<file path="src/rtl/flag_pkg.sv">
// flag_pkg: shared types and constants for the flag / interrupt controller.
//   ictl_state_t : interrupt sequencing states.
//   SYNC_MIN     : smallest legal synchronizer depth.
package flag_pkg;

  typedef enum logic [2:0] {
    IDLE    = 3'd0,
    SAVE    = 3'd1,
    VECTOR  = 3'd2,
    ISR     = 3'd3,
    RESTORE = 3'd4
  } ictl_state_t;

  localparam int SYNC_MIN = 2;

endpackage

</file>
<file path="src/rtl/flag_int_ctrl_if.sv">
// flag_int_ctrl_if: bundle between the control unit / ALU (master) and the
// flag / interrupt controller (slave).
//   master drives : INTR, INSTR_DONE, C_IN, Z_IN, FLG_C_LD, FLG_C_SET,
//                   FLG_C_CLR, FLG_Z_LD, I_SET, I_CLR, RETI
//   slave drives  : C_FLAG, Z_FLAG, I_FLAG, SHAD_C, SHAD_Z, INT_ACK, IN_ISR
//                   (+ INT_COUNT[CNT_W-1:0] when INT_COUNT_EN is defined)
// Optional feature macro: INT_COUNT_EN.
interface flag_int_ctrl_if
`ifdef INT_COUNT_EN
  #(parameter int CNT_W = 8)
`endif
  ;
  logic INTR;
  logic INSTR_DONE;
  logic C_IN;
  logic Z_IN;
  logic FLG_C_LD;
  logic FLG_C_SET;
  logic FLG_C_CLR;
  logic FLG_Z_LD;
  logic I_SET;
  logic I_CLR;
  logic RETI;
  logic C_FLAG;
  logic Z_FLAG;
  logic I_FLAG;
  logic SHAD_C;
  logic SHAD_Z;
  logic INT_ACK;
  logic IN_ISR;
`ifdef INT_COUNT_EN
  logic [CNT_W-1:0] INT_COUNT;
`endif

  modport master (
    output INTR, INSTR_DONE, C_IN, Z_IN, FLG_C_LD, FLG_C_SET, FLG_C_CLR,
           FLG_Z_LD, I_SET, I_CLR, RETI,
    input  C_FLAG, Z_FLAG, I_FLAG, SHAD_C, SHAD_Z, INT_ACK, IN_ISR
`ifdef INT_COUNT_EN
    , input INT_COUNT
`endif
  );

  modport slave (
    input  INTR, INSTR_DONE, C_IN, Z_IN, FLG_C_LD, FLG_C_SET, FLG_C_CLR,
           FLG_Z_LD, I_SET, I_CLR, RETI,
    output C_FLAG, Z_FLAG, I_FLAG, SHAD_C, SHAD_Z, INT_ACK, IN_ISR
`ifdef INT_COUNT_EN
    , output INT_COUNT
`endif
  );

endinterface

</file>
<file path="src/rtl/intr_sync_edge.sv">
// intr_sync_edge: SYNC_STAGES-flop synchronizer for an asynchronous request
// followed by a rising-edge detector.
//   CLK        : system clock, rising edge
//   RST        : synchronous active-high reset, clears all flops
//   intr_async : asynchronous request input
//   rise_pulse : one-cycle pulse on each rising edge of the synchronized request
module intr_sync_edge #(
  parameter int SYNC_STAGES = 2
) (
  input  logic CLK,
  input  logic RST,
  input  logic intr_async,
  output logic rise_pulse
);

  logic [SYNC_STAGES-1:0] sync_r;
  logic                   prev_r;

  // Synchronizer shift chain and one-cycle-delayed copy for edge detection.
  always_ff @(posedge CLK) begin
    if (RST) begin
      sync_r <= {SYNC_STAGES{1'b0}};
      prev_r <= 1'b0;
    end else begin
      sync_r <= {sync_r[SYNC_STAGES-2:0], intr_async};
      prev_r <= sync_r[SYNC_STAGES-1];
    end
  end

  // Built purely from flops, so the pulse is glitch-free.
  assign rise_pulse = sync_r[SYNC_STAGES-1] & ~prev_r;

endmodule

</file>
<file path="src/rtl/flag_int_ctrl.sv">
// flag_int_ctrl: owns the C, Z and I flags plus one-level shadow copies of
// C and Z, and sequences interrupt entry (save + vector) and return (restore).
//   CLK, RST : clock (rising edge) and synchronous active-high reset
//   bus      : flag_int_ctrl_if.slave -- ALU results and flag controls in,
//              live/shadow flags, INT_ACK and IN_ISR out
// Optional feature macro: INT_COUNT_EN adds INT_COUNT, a wrapping count of
// INT_ACK cycles.
// SAVE and RESTORE effects commit on the clock edge that enters the state,
// so the shadow is captured at the INSTR_DONE edge and the flags are restored
// at the RETI edge (visible the cycle after RETI).
module flag_int_ctrl
  import flag_pkg::*;
#(
  parameter int SYNC_STAGES = 2
`ifdef INT_COUNT_EN
  , parameter int CNT_W = 8
`endif
) (
  input  logic           CLK,
  input  logic           RST,
  flag_int_ctrl_if.slave bus
);

  // Depths below the minimum are raised rather than rejected.
  localparam int SYNC_N = (SYNC_STAGES < SYNC_MIN) ? SYNC_MIN : SYNC_STAGES;

  ictl_state_t state_r;
  logic        pend_r;
  logic        c_flag_r;
  logic        z_flag_r;
  logic        i_flag_r;
  logic        shad_c_r;
  logic        shad_z_r;
  logic        int_ack_r;
  logic        in_isr_r;
  logic        rise_s;
  logic        take_s;
  logic        restore_s;

  intr_sync_edge #(.SYNC_STAGES(SYNC_N)) u_sync (
    .CLK        (CLK),
    .RST        (RST),
    .intr_async (bus.INTR),
    .rise_pulse (rise_s)
  );

  // Interrupt accepted only from IDLE at an instruction boundary.
  assign take_s    = (state_r == IDLE) && pend_r && i_flag_r && bus.INSTR_DONE;
  // RETI only honoured inside the ISR body; elsewhere it is ignored.
  assign restore_s = (state_r == ISR) && bus.RETI;

  // Sequencer, pending request, live flags and shadow registers.
  always_ff @(posedge CLK) begin
    if (RST) begin
      state_r   <= IDLE;
      pend_r    <= 1'b0;
      c_flag_r  <= 1'b0;
      z_flag_r  <= 1'b0;
      i_flag_r  <= 1'b0;
      shad_c_r  <= 1'b0;
      shad_z_r  <= 1'b0;
      int_ack_r <= 1'b0;
      in_isr_r  <= 1'b0;
    end else begin
      // A fresh edge coinciding with consumption starts a new request.
      pend_r    <= rise_s | (pend_r & ~take_s);
      int_ack_r <= 1'b0;

      case (state_r)
        IDLE: begin
          if (take_s) begin
            state_r  <= SAVE;
            shad_c_r <= c_flag_r;
            shad_z_r <= z_flag_r;
          end else begin
            state_r  <= IDLE;
          end
        end
        SAVE: begin
          state_r   <= VECTOR;
          int_ack_r <= 1'b1;
          in_isr_r  <= 1'b1;
        end
        VECTOR: begin
          state_r <= ISR;
        end
        ISR: begin
          if (restore_s) begin
            state_r <= RESTORE;
          end else begin
            state_r <= ISR;
          end
        end
        RESTORE: begin
          state_r  <= IDLE;
          in_isr_r <= 1'b0;
        end
        default: begin
          state_r  <= IDLE;
          in_isr_r <= 1'b0;
        end
      endcase

      if (restore_s) begin
        c_flag_r <= shad_c_r;
      end else if (bus.FLG_C_CLR) begin
        c_flag_r <= 1'b0;
      end else if (bus.FLG_C_SET) begin
        c_flag_r <= 1'b1;
      end else if (bus.FLG_C_LD) begin
        c_flag_r <= bus.C_IN;
      end else begin
        c_flag_r <= c_flag_r;
      end

      if (restore_s) begin
        z_flag_r <= shad_z_r;
      end else if (bus.FLG_Z_LD) begin
        z_flag_r <= bus.Z_IN;
      end else begin
        z_flag_r <= z_flag_r;
      end

      if (take_s) begin
        i_flag_r <= 1'b0;
      end else if (restore_s) begin
        i_flag_r <= 1'b1;
      end else if (bus.I_CLR) begin
        i_flag_r <= 1'b0;
      end else if (bus.I_SET) begin
        i_flag_r <= 1'b1;
      end else begin
        i_flag_r <= i_flag_r;
      end
    end
  end

  assign bus.C_FLAG  = c_flag_r;
  assign bus.Z_FLAG  = z_flag_r;
  assign bus.I_FLAG  = i_flag_r;
  assign bus.SHAD_C  = shad_c_r;
  assign bus.SHAD_Z  = shad_z_r;
  assign bus.INT_ACK = int_ack_r;
  assign bus.IN_ISR  = in_isr_r;

`ifdef INT_COUNT_EN
  logic [CNT_W-1:0] int_cnt_r;

  // Count acknowledged interrupts; natural wrap from all-ones to zero.
  always_ff @(posedge CLK) begin
    if (RST) begin
      int_cnt_r <= {CNT_W{1'b0}};
    end else if (int_ack_r) begin
      int_cnt_r <= int_cnt_r + {{(CNT_W-1){1'b0}}, 1'b1};
    end else begin
      int_cnt_r <= int_cnt_r;
    end
  end

  assign bus.INT_COUNT = int_cnt_r;
`endif

endmodule

</file>
<file path="src/flat_wrapper.sv">
// flat-port wrapper written by rule: the top's interface ports become plain ports
module flag_int_ctrl_flat import flag_pkg::*;
#(
  parameter int SYNC_STAGES = 2

)
  (CLK, RST, bus_INTR, bus_INSTR_DONE, bus_C_IN, bus_Z_IN, bus_FLG_C_LD, bus_FLG_C_SET, bus_FLG_C_CLR, bus_FLG_Z_LD, bus_I_SET, bus_I_CLR, bus_RETI, bus_C_FLAG, bus_Z_FLAG, bus_I_FLAG, bus_SHAD_C, bus_SHAD_Z, bus_INT_ACK, bus_IN_ISR);
  flag_int_ctrl_if bus_i ();
  input  logic CLK;
  input  logic RST;
  input wire logic [$bits(bus_i.INTR)-1:0] bus_INTR;
  input wire logic [$bits(bus_i.INSTR_DONE)-1:0] bus_INSTR_DONE;
  input wire logic [$bits(bus_i.C_IN)-1:0] bus_C_IN;
  input wire logic [$bits(bus_i.Z_IN)-1:0] bus_Z_IN;
  input wire logic [$bits(bus_i.FLG_C_LD)-1:0] bus_FLG_C_LD;
  input wire logic [$bits(bus_i.FLG_C_SET)-1:0] bus_FLG_C_SET;
  input wire logic [$bits(bus_i.FLG_C_CLR)-1:0] bus_FLG_C_CLR;
  input wire logic [$bits(bus_i.FLG_Z_LD)-1:0] bus_FLG_Z_LD;
  input wire logic [$bits(bus_i.I_SET)-1:0] bus_I_SET;
  input wire logic [$bits(bus_i.I_CLR)-1:0] bus_I_CLR;
  input wire logic [$bits(bus_i.RETI)-1:0] bus_RETI;
  output wire logic [$bits(bus_i.C_FLAG)-1:0] bus_C_FLAG;
  output wire logic [$bits(bus_i.Z_FLAG)-1:0] bus_Z_FLAG;
  output wire logic [$bits(bus_i.I_FLAG)-1:0] bus_I_FLAG;
  output wire logic [$bits(bus_i.SHAD_C)-1:0] bus_SHAD_C;
  output wire logic [$bits(bus_i.SHAD_Z)-1:0] bus_SHAD_Z;
  output wire logic [$bits(bus_i.INT_ACK)-1:0] bus_INT_ACK;
  output wire logic [$bits(bus_i.IN_ISR)-1:0] bus_IN_ISR;
  assign bus_i.INTR = bus_INTR;
  assign bus_i.INSTR_DONE = bus_INSTR_DONE;
  assign bus_i.C_IN = bus_C_IN;
  assign bus_i.Z_IN = bus_Z_IN;
  assign bus_i.FLG_C_LD = bus_FLG_C_LD;
  assign bus_i.FLG_C_SET = bus_FLG_C_SET;
  assign bus_i.FLG_C_CLR = bus_FLG_C_CLR;
  assign bus_i.FLG_Z_LD = bus_FLG_Z_LD;
  assign bus_i.I_SET = bus_I_SET;
  assign bus_i.I_CLR = bus_I_CLR;
  assign bus_i.RETI = bus_RETI;
  assign bus_C_FLAG = bus_i.C_FLAG;
  assign bus_Z_FLAG = bus_i.Z_FLAG;
  assign bus_I_FLAG = bus_i.I_FLAG;
  assign bus_SHAD_C = bus_i.SHAD_C;
  assign bus_SHAD_Z = bus_i.SHAD_Z;
  assign bus_INT_ACK = bus_i.INT_ACK;
  assign bus_IN_ISR = bus_i.IN_ISR;
  flag_int_ctrl #(.SYNC_STAGES(SYNC_STAGES)) u_core (.CLK(CLK), .RST(RST), .bus(bus_i));
endmodule
</file>
<file path="config.mk">
export PLATFORM = sky130hd
export DESIGN_NAME = flag_int_ctrl_flat
export DESIGN_NICKNAME = d
export VERILOG_FILES = /design/src/rtl/flag_pkg.sv /design/src/rtl/flag_int_ctrl_if.sv /design/src/rtl/intr_sync_edge.sv /design/src/rtl/flag_int_ctrl.sv /design/src/flat_wrapper.sv
export SDC_FILE = /design/constraint.sdc
export NUM_CORES = 1
export LEC_CHECK = 0
export CELL_PAD_IN_SITES_DETAIL_PLACEMENT = 1
export CELL_PAD_IN_SITES_GLOBAL_PLACEMENT = 1
export CORE_MARGIN = 8
export CORE_UTILIZATION = 28
export CTS_CLUSTER_DIAMETER = 60
export DETAILED_ROUTE_END_ITERATION = 8
export GPL_TIMING_DRIVEN = 0
export PLACE_DENSITY = 0.78
export SKIP_CTS_REPAIR_TIMING = 1
export SLEW_MARGIN = 10
export SYNTH_ARGS = -nofsm -noshare
export SYNTH_HDL_FRONTEND = slang
export SYNTH_SLANG_ARGS = --single-unit
</file>
<file path="constraint.sdc">
create_clock -name CLK -period 1.1 [get_ports CLK]
set_input_delay 0.11 -clock CLK [delete_from_list [all_inputs] [get_ports CLK]]
set_output_delay 0.11 -clock CLK [all_outputs]
set_load 0.02 [all_outputs]
</file>
# --- Word level (Yosys, flattened, before mapping) ---
# Cells that the tools add are included.
classes:
  n_eq_ne: 3
  muxes: 14
  bitwise_logic: 5
  n_reduce_logical: 11
op_table:
  columns: ["cell", "count"]
  rows:
  - ["3-bit case mux with 4 select lines", 1]
  - ["1-bit 2-to-1 mux", 11]
  - ["3-bit by 2-bit equality test with 1-bit output, second input constant", 2]
  - ["1-bit logical AND", 4]
  - ["4-bit nonzero test", 1]
  - ["3-bit by 1-bit equality test with 1-bit output, second input constant", 1]
  - ["3-bit logical NOT", 1]
  - ["3-bit 2-to-1 mux", 1]
  - ["3-bit nonzero test", 1]
  - ["3-bit OR reduction", 1]
  - ["1-bit AND", 2]
  - ["1-bit NOT", 2]
  - ["1-bit case mux with 2 select lines", 1]
  - ["2-bit AND reduction", 1]
  - ["2-bit nonzero test", 1]
  - ["2-bit OR reduction", 1]
  - ["1-bit OR", 1]
word_totals:
  register_bits: 14
  input_bits: 13
  out_inout_bits: 7
  wordCells: 44

# --- Logic depth before layout (Yosys ltp) ---
logic_depth:
  ltp_word: 7
  depth_mapped: 4
  depth_no_buf: 3

# --- Cells and area by module ---
# Synthesis repeated with hierarchy kept, for this count alone.
unflattened:
  cells_unflattened: 50
  hier_area_um2: 564.3
modules_own_cells:
  columns: ["module", "n_inst", "cells_per_inst", "area_each_um2", "seq_area_each_um2"]
  rows:
  - ["flag_int_ctrl", 1, 43, 476.7, 220.2]
  - ["intr_sync_edge", 1, 7, 87.6, 60.1]

# --- Least setup slack after synthesis ---
# Ideal clock, no wire load.
synth_timing:
  path_kind: "reg-to-reg"
  from: "reg u_core.state_r[2]"
  to: "reg u_core.shad_c_r (netlist: u_core.bus.SHAD_C)"
  setup_ps: 72
  t_arrival_ps: 987
  t_required_ps: 1028
  path_slack_ps: 42
  stages_incl_launch_ff: 4
  path_buffers: 0
  synth_period_minus_slack_ps: 1058
  cell_sequence: "dfxtp_1 nand4bb_4 nor3b_4 mux2i_1"
synth_between:
  elab_chain_cells: 5
synth_rtl:
  columns: ["item", "line_no", "rtl"]
  rows:
  - ["from (decl)", "flag_int_ctrl.sv:27", "ictl_state_t state_r;"]
  - ["from (signal assigned)", "flag_int_ctrl.sv:55", "state_r <= IDLE;"]
  - ["from (signal assigned)", "flag_int_ctrl.sv:72", "state_r <= SAVE;"]
  - ["from (signal assigned)", "flag_int_ctrl.sv:76", "state_r <= IDLE;"]
  - ["3-bit logical NOT (*)", "flag_int_ctrl.sv:48, flag_int_ctrl.sv:69", null]
  - ["1-bit logical AND (3 in series)", "flag_int_ctrl.sv:48", "assign take_s = (state_r == IDLE) && pend_r && i_flag_r && bus.INSTR_DONE;"]
  - ["2-bit AND reduction (no line) (*)", null, null]
  - ["to (signal assigned)", "flag_int_ctrl.sv:73", "shad_c_r <= c_flag_r;"]
  - ["to (decl)", "flag_int_ctrl.sv:32", "logic shad_c_r;"]
# Mark *: on every way between the ends. The rest lies on a longest branch, timed or not.
# A chain may end at the register's enable or synchronous reset.

# --- Final worst setup path ---
layout_timing:
  from: "reg u_core.state_r[2]"
  to: "reg u_core.state_r[0]"
layout_between:
  elab_chain_cells: 6
  elab_cells_between_ends: 11
  cone_classes: "eq/ne (3); mux (3); reduce/logical (5)"
layout_rtl:
  columns: ["item", "line_no", "rtl"]
  rows:
  - ["3-bit logical NOT", "flag_int_ctrl.sv:48, flag_int_ctrl.sv:69", null]
  - ["1-bit logical AND (3 in series)", "flag_int_ctrl.sv:48", null]
  - ["1-bit 2-to-1 mux", "flag_int_ctrl.sv:71", "if (take_s) begin"]
  - ["3-bit case mux with 4 select lines (*)", "flag_int_ctrl.sv:69", "case (state_r)"]
# Marked as above.

==> impl_metrics.py <==
metrics = {
    "synth": {
        "synth-compound-area-share_pct": 12.2,
        "synth_cells": 49,
        "synth.ff_latch_count": 14,
        "yosysUniqueCellTypes": 20,
        "synth_top_family_by_area": "simple AND/OR/NAND/NOR gates",
        "syn_nets": 62,
        "synth_area_um2": 543,
        "synth_adder_area_share_pct": 0,
        "ys.warnings.count": 0,
        "synth_mux_area_share_pct": 7.60,
        "synthSimpleGateAreaFrac_pct": 26.5,
        "synth_xor_area_share_pct": 0,
        "synth_area_per_cell_um2": 11.1,
        "yosysSeqAreaShare_pct": 51.6,
    },
    "worst_hold_path": {
        "hold_path.startpoint": "bus_INTR",
        "hold_path.class": "in2reg",
        "whs_path_depth": 2,
        "hold_path_end": "u_core.u_sync.sync_r[0]",
    },
    "floorplanning": {
        "dieHeight_um": 60.0,
        "pin_count": 20,
        "fp-row-count": 16,
        "die_area_mm2": 0.00360,
        "start_util_pct": 28.6,
        "core_mm2": 0.00190,
        "die_x_um": 60.0,
    },
    "clock_tree": {
        "cts.sinks": 14,
        "cts_made_buffers": 3,
        "worst_skew_pair.late_latency_ns": 0.28,
        "clk_path_buf_depth": 2,
        "cts_max_level": 1,
        "clkTransAtPathRegs_ns": 0.08,
        "cts_tree": "done",
        "root_buffer": "clkbuf_4",
    },
    "routing": {
        "drt_wl_total_um": 1510,
        "final_antenna_net_count": 0,
        "drt_first_pass_iters": 4,
        "drc": 0,
        "wl_per_cell_um": 14.8,
        "drtIter0Drc": 4,
        "vias_per_cell": 4.24,
        "vias": 432,
    },
    "worst_setup_path": {
        "rr_startpoint": "u_core.state_r[2]",
        "r2r-end": "u_core.state_r[0]",
        "worstPathMaxFanout": 4,
        "worstPathArrival_ns": 1.41,
        "path_cells": "nand4bb_4 > nor3b_4 > buf_4 > o21a_1",
        "end_kind": "flop",
        "criticalPathCategory": "reg2reg",
        "r2r_cells": 4,
        "path_delay_family": "simple AND/OR/NAND/NOR gates",
        "rrSetupSlack_ns": -0.08,
        "startpoint_type": "flop",
        "cp_slowest_stage_delay_ns": 0.33,
        "required_ns": 1.32,
        "path_buf_inv": 1,
        "crit_slowest_cell": "dfxtp_2",
    },
    "cells_and_area": {
        "antennaDiodeCount": 0,
        "layout-drive-gt1-share_pct": 20.0,
        "nFillCells": 224,
        "nNetsFinal": 89,
        "area_growth_pct": 57.1,
    },
    "grt": {
        "antenna_found_initial": 0,
        "track_usage_pct": 8.59,
        "grt_pass1_wl_um": 2230,
        "grt_pass1_vias": 476,
        "grt-ovfl-total": 0,
        "grt_max_degree": 11,
    },
    "sta": {
        "setup-violations-final": 4,
        "slew_violations": 0,
        "min_period_over_period_pct": 107,
        "relSlewSlack_pct": 81.5,
        "fin_skew_ns": 0.00164,
        "hold_viol": 0,
        "tightest_slew_ns": 0.278,
        "rsz0062_at_grt": "true",
        "finalCriticalPeriod_ns": 1.18,
        "tns_ns": -0.213,
        "whs_ns": 0.398,
        "max_freq_mhz": 846,
        "worst_slack_ns": -0.0817,
    },
    "run": {
        "max-cap-violations": 0,
    },
    "power_and_ir_drop": {
        "ir_drop_mv": 0.468,
        "p_leak_nw": 0.420,
        "power.density_mw_per_mm2": 1180,
        "fin_total_pwr_mw": 1.01,
    },
    "status": {
        "status": "finished with violations",
        "violations": "negative setup slack",
    },
    "placed_design": {
        "gp_congestion": 0.677,
        "place_hpwl_um": 1140,
        "io_buffer_count": 19,
    },
}
metrics by stage:
stage | area, µm² | util, % | worst slack (ns) | instances
after detailed placement | 767 | 40.3 | -0.383 | 95
after global placement | 767 | 40.3 | -0.337 | 95
final | 853 | 44.9 | -0.0817 | 102
after floorplan | 543 | - | 0.0415 | 49
after CTS | 803 | 42.2 | -0.310 | 99
after global routing | 853 | 44.9 | -0.117 | 102
routing by layer:
metal  track usage [%]  part of all wire (%)  vias up
li1                  -                     -      219
met1              8.08                    41      198
met2              15.8                    54       13
met3              1.94                   4.1        2
met4              6.12                  0.80        0
met5                 0                     0        -
how the worst max path moves through the flow:
stage / startpoint / to / slack (ns) / cells after the start
2_1_floorplan: u_core.state_r[2] / u_core.bus.SHAD_C / 0.04 / 3
3_3_place_gp: RST / u_core.state_r[1] / -0.34 / 4
3_5_place_dp: RST / u_core.bus.IN_ISR / -0.38 / 4
4_1_cts: u_core.bus.I_FLAG / bus_I_FLAG / -0.31 / 1
5_1_grt: u_core.state_r[0] / u_core.bus.I_FLAG / -0.12 / 4
6_report: u_core.state_r[2] / u_core.state_r[0] / -0.08 / 4
cell families (layout without fill, tap and decap cells):
family	count (synthesis)	count (layout)
buffers and inverters	3	29
AND/OR/NAND/NOR	19	19
multiplexers	4	4
AO/OA/AOI/OAI	9	9
flip-flops	14	14
synth_stat cells:
library cell | instances | area, µm²
a211oi_1 | 2 | 15.0
a21boi_0 | 2 | 15.0
and2_1 | 1 | 6.26
clkbuf_1 | 1 | 3.75
dfxtp_1 | 14 | 280
inv_1 | 2 | 7.51
mux2_2 | 1 | 11.3
mux2i_1 | 3 | 30.0
nand2b_1 | 7 | 43.8
nand4b_1 | 1 | 8.76
nand4bb_4 | 1 | 27.5
nor2_1 | 4 | 15.0
nor2b_1 | 3 | 18.8
nor3_1 | 1 | 5.00
nor3b_4 | 1 | 18.8
o211ai_1 | 1 | 7.51
o21a_1 | 1 | 7.51
o21ai_0 | 1 | 5.00
o21bai_1 | 1 | 7.51
o2bb2ai_1 | 1 | 8.76
flip-flops by register name, summed over array words and instances, names as in the netlist:
signal and count:
u_core.bus.Z_FLAG 1, u_core.bus.SHAD_C 1, u_core.state_r 3, u_core.bus.INT_ACK 1, u_core.u_sync.sync_r 2, u_core.pend_r 1
u_core.bus.IN_ISR 1, u_core.u_sync.prev_r 1, u_core.bus.I_FLAG 1, u_core.bus.C_FLAG 1, u_core.bus.SHAD_Z 1
cell usage in the layout (no fill, tap or decap):
cell             count
a211oi_1             1
a211oi_2             1
a21boi_0             2
and2_1               1
buf_2                1
buf_4                3
clkbuf_4             3
clkbuf_8             1
clkdlybuf4s50_1     12
dfxtp_1             11
dfxtp_2              3
dlymetal6s2s_1       7
inv_1                2
mux2_2               1
mux2i_1              3
nand2b_1             7
nand4b_1             1
nand4bb_4            1
nor2_1               4
nor2b_1              3
nor3_1               1
nor3b_4              1
o211ai_1             1
o21a_1               1
o21ai_1              1
o21bai_1             1
o2bb2ai_1            1
power by group:
part	internal, mW	total (mW)	switching [mW]
clock	0.201	0.367	0.166
combinational	0.0718	0.112	0.0403
sequential	0.521	0.530	0.00917
area by class of cell:
class	instances	area [µm²]	area share, %
Timing Repair Buffer	22	230	27.0
Tap cell	27	33.8	3.96
Inverter	2	7.51	0.880
Multi-Input combinational cell	32	256	30.1
Sequential cell	14	284	33.3
Clock buffer	4	36.3	4.25
Buffer	1	5.00	0.587
No activity file was read; power rests on OpenSTA's default activity.
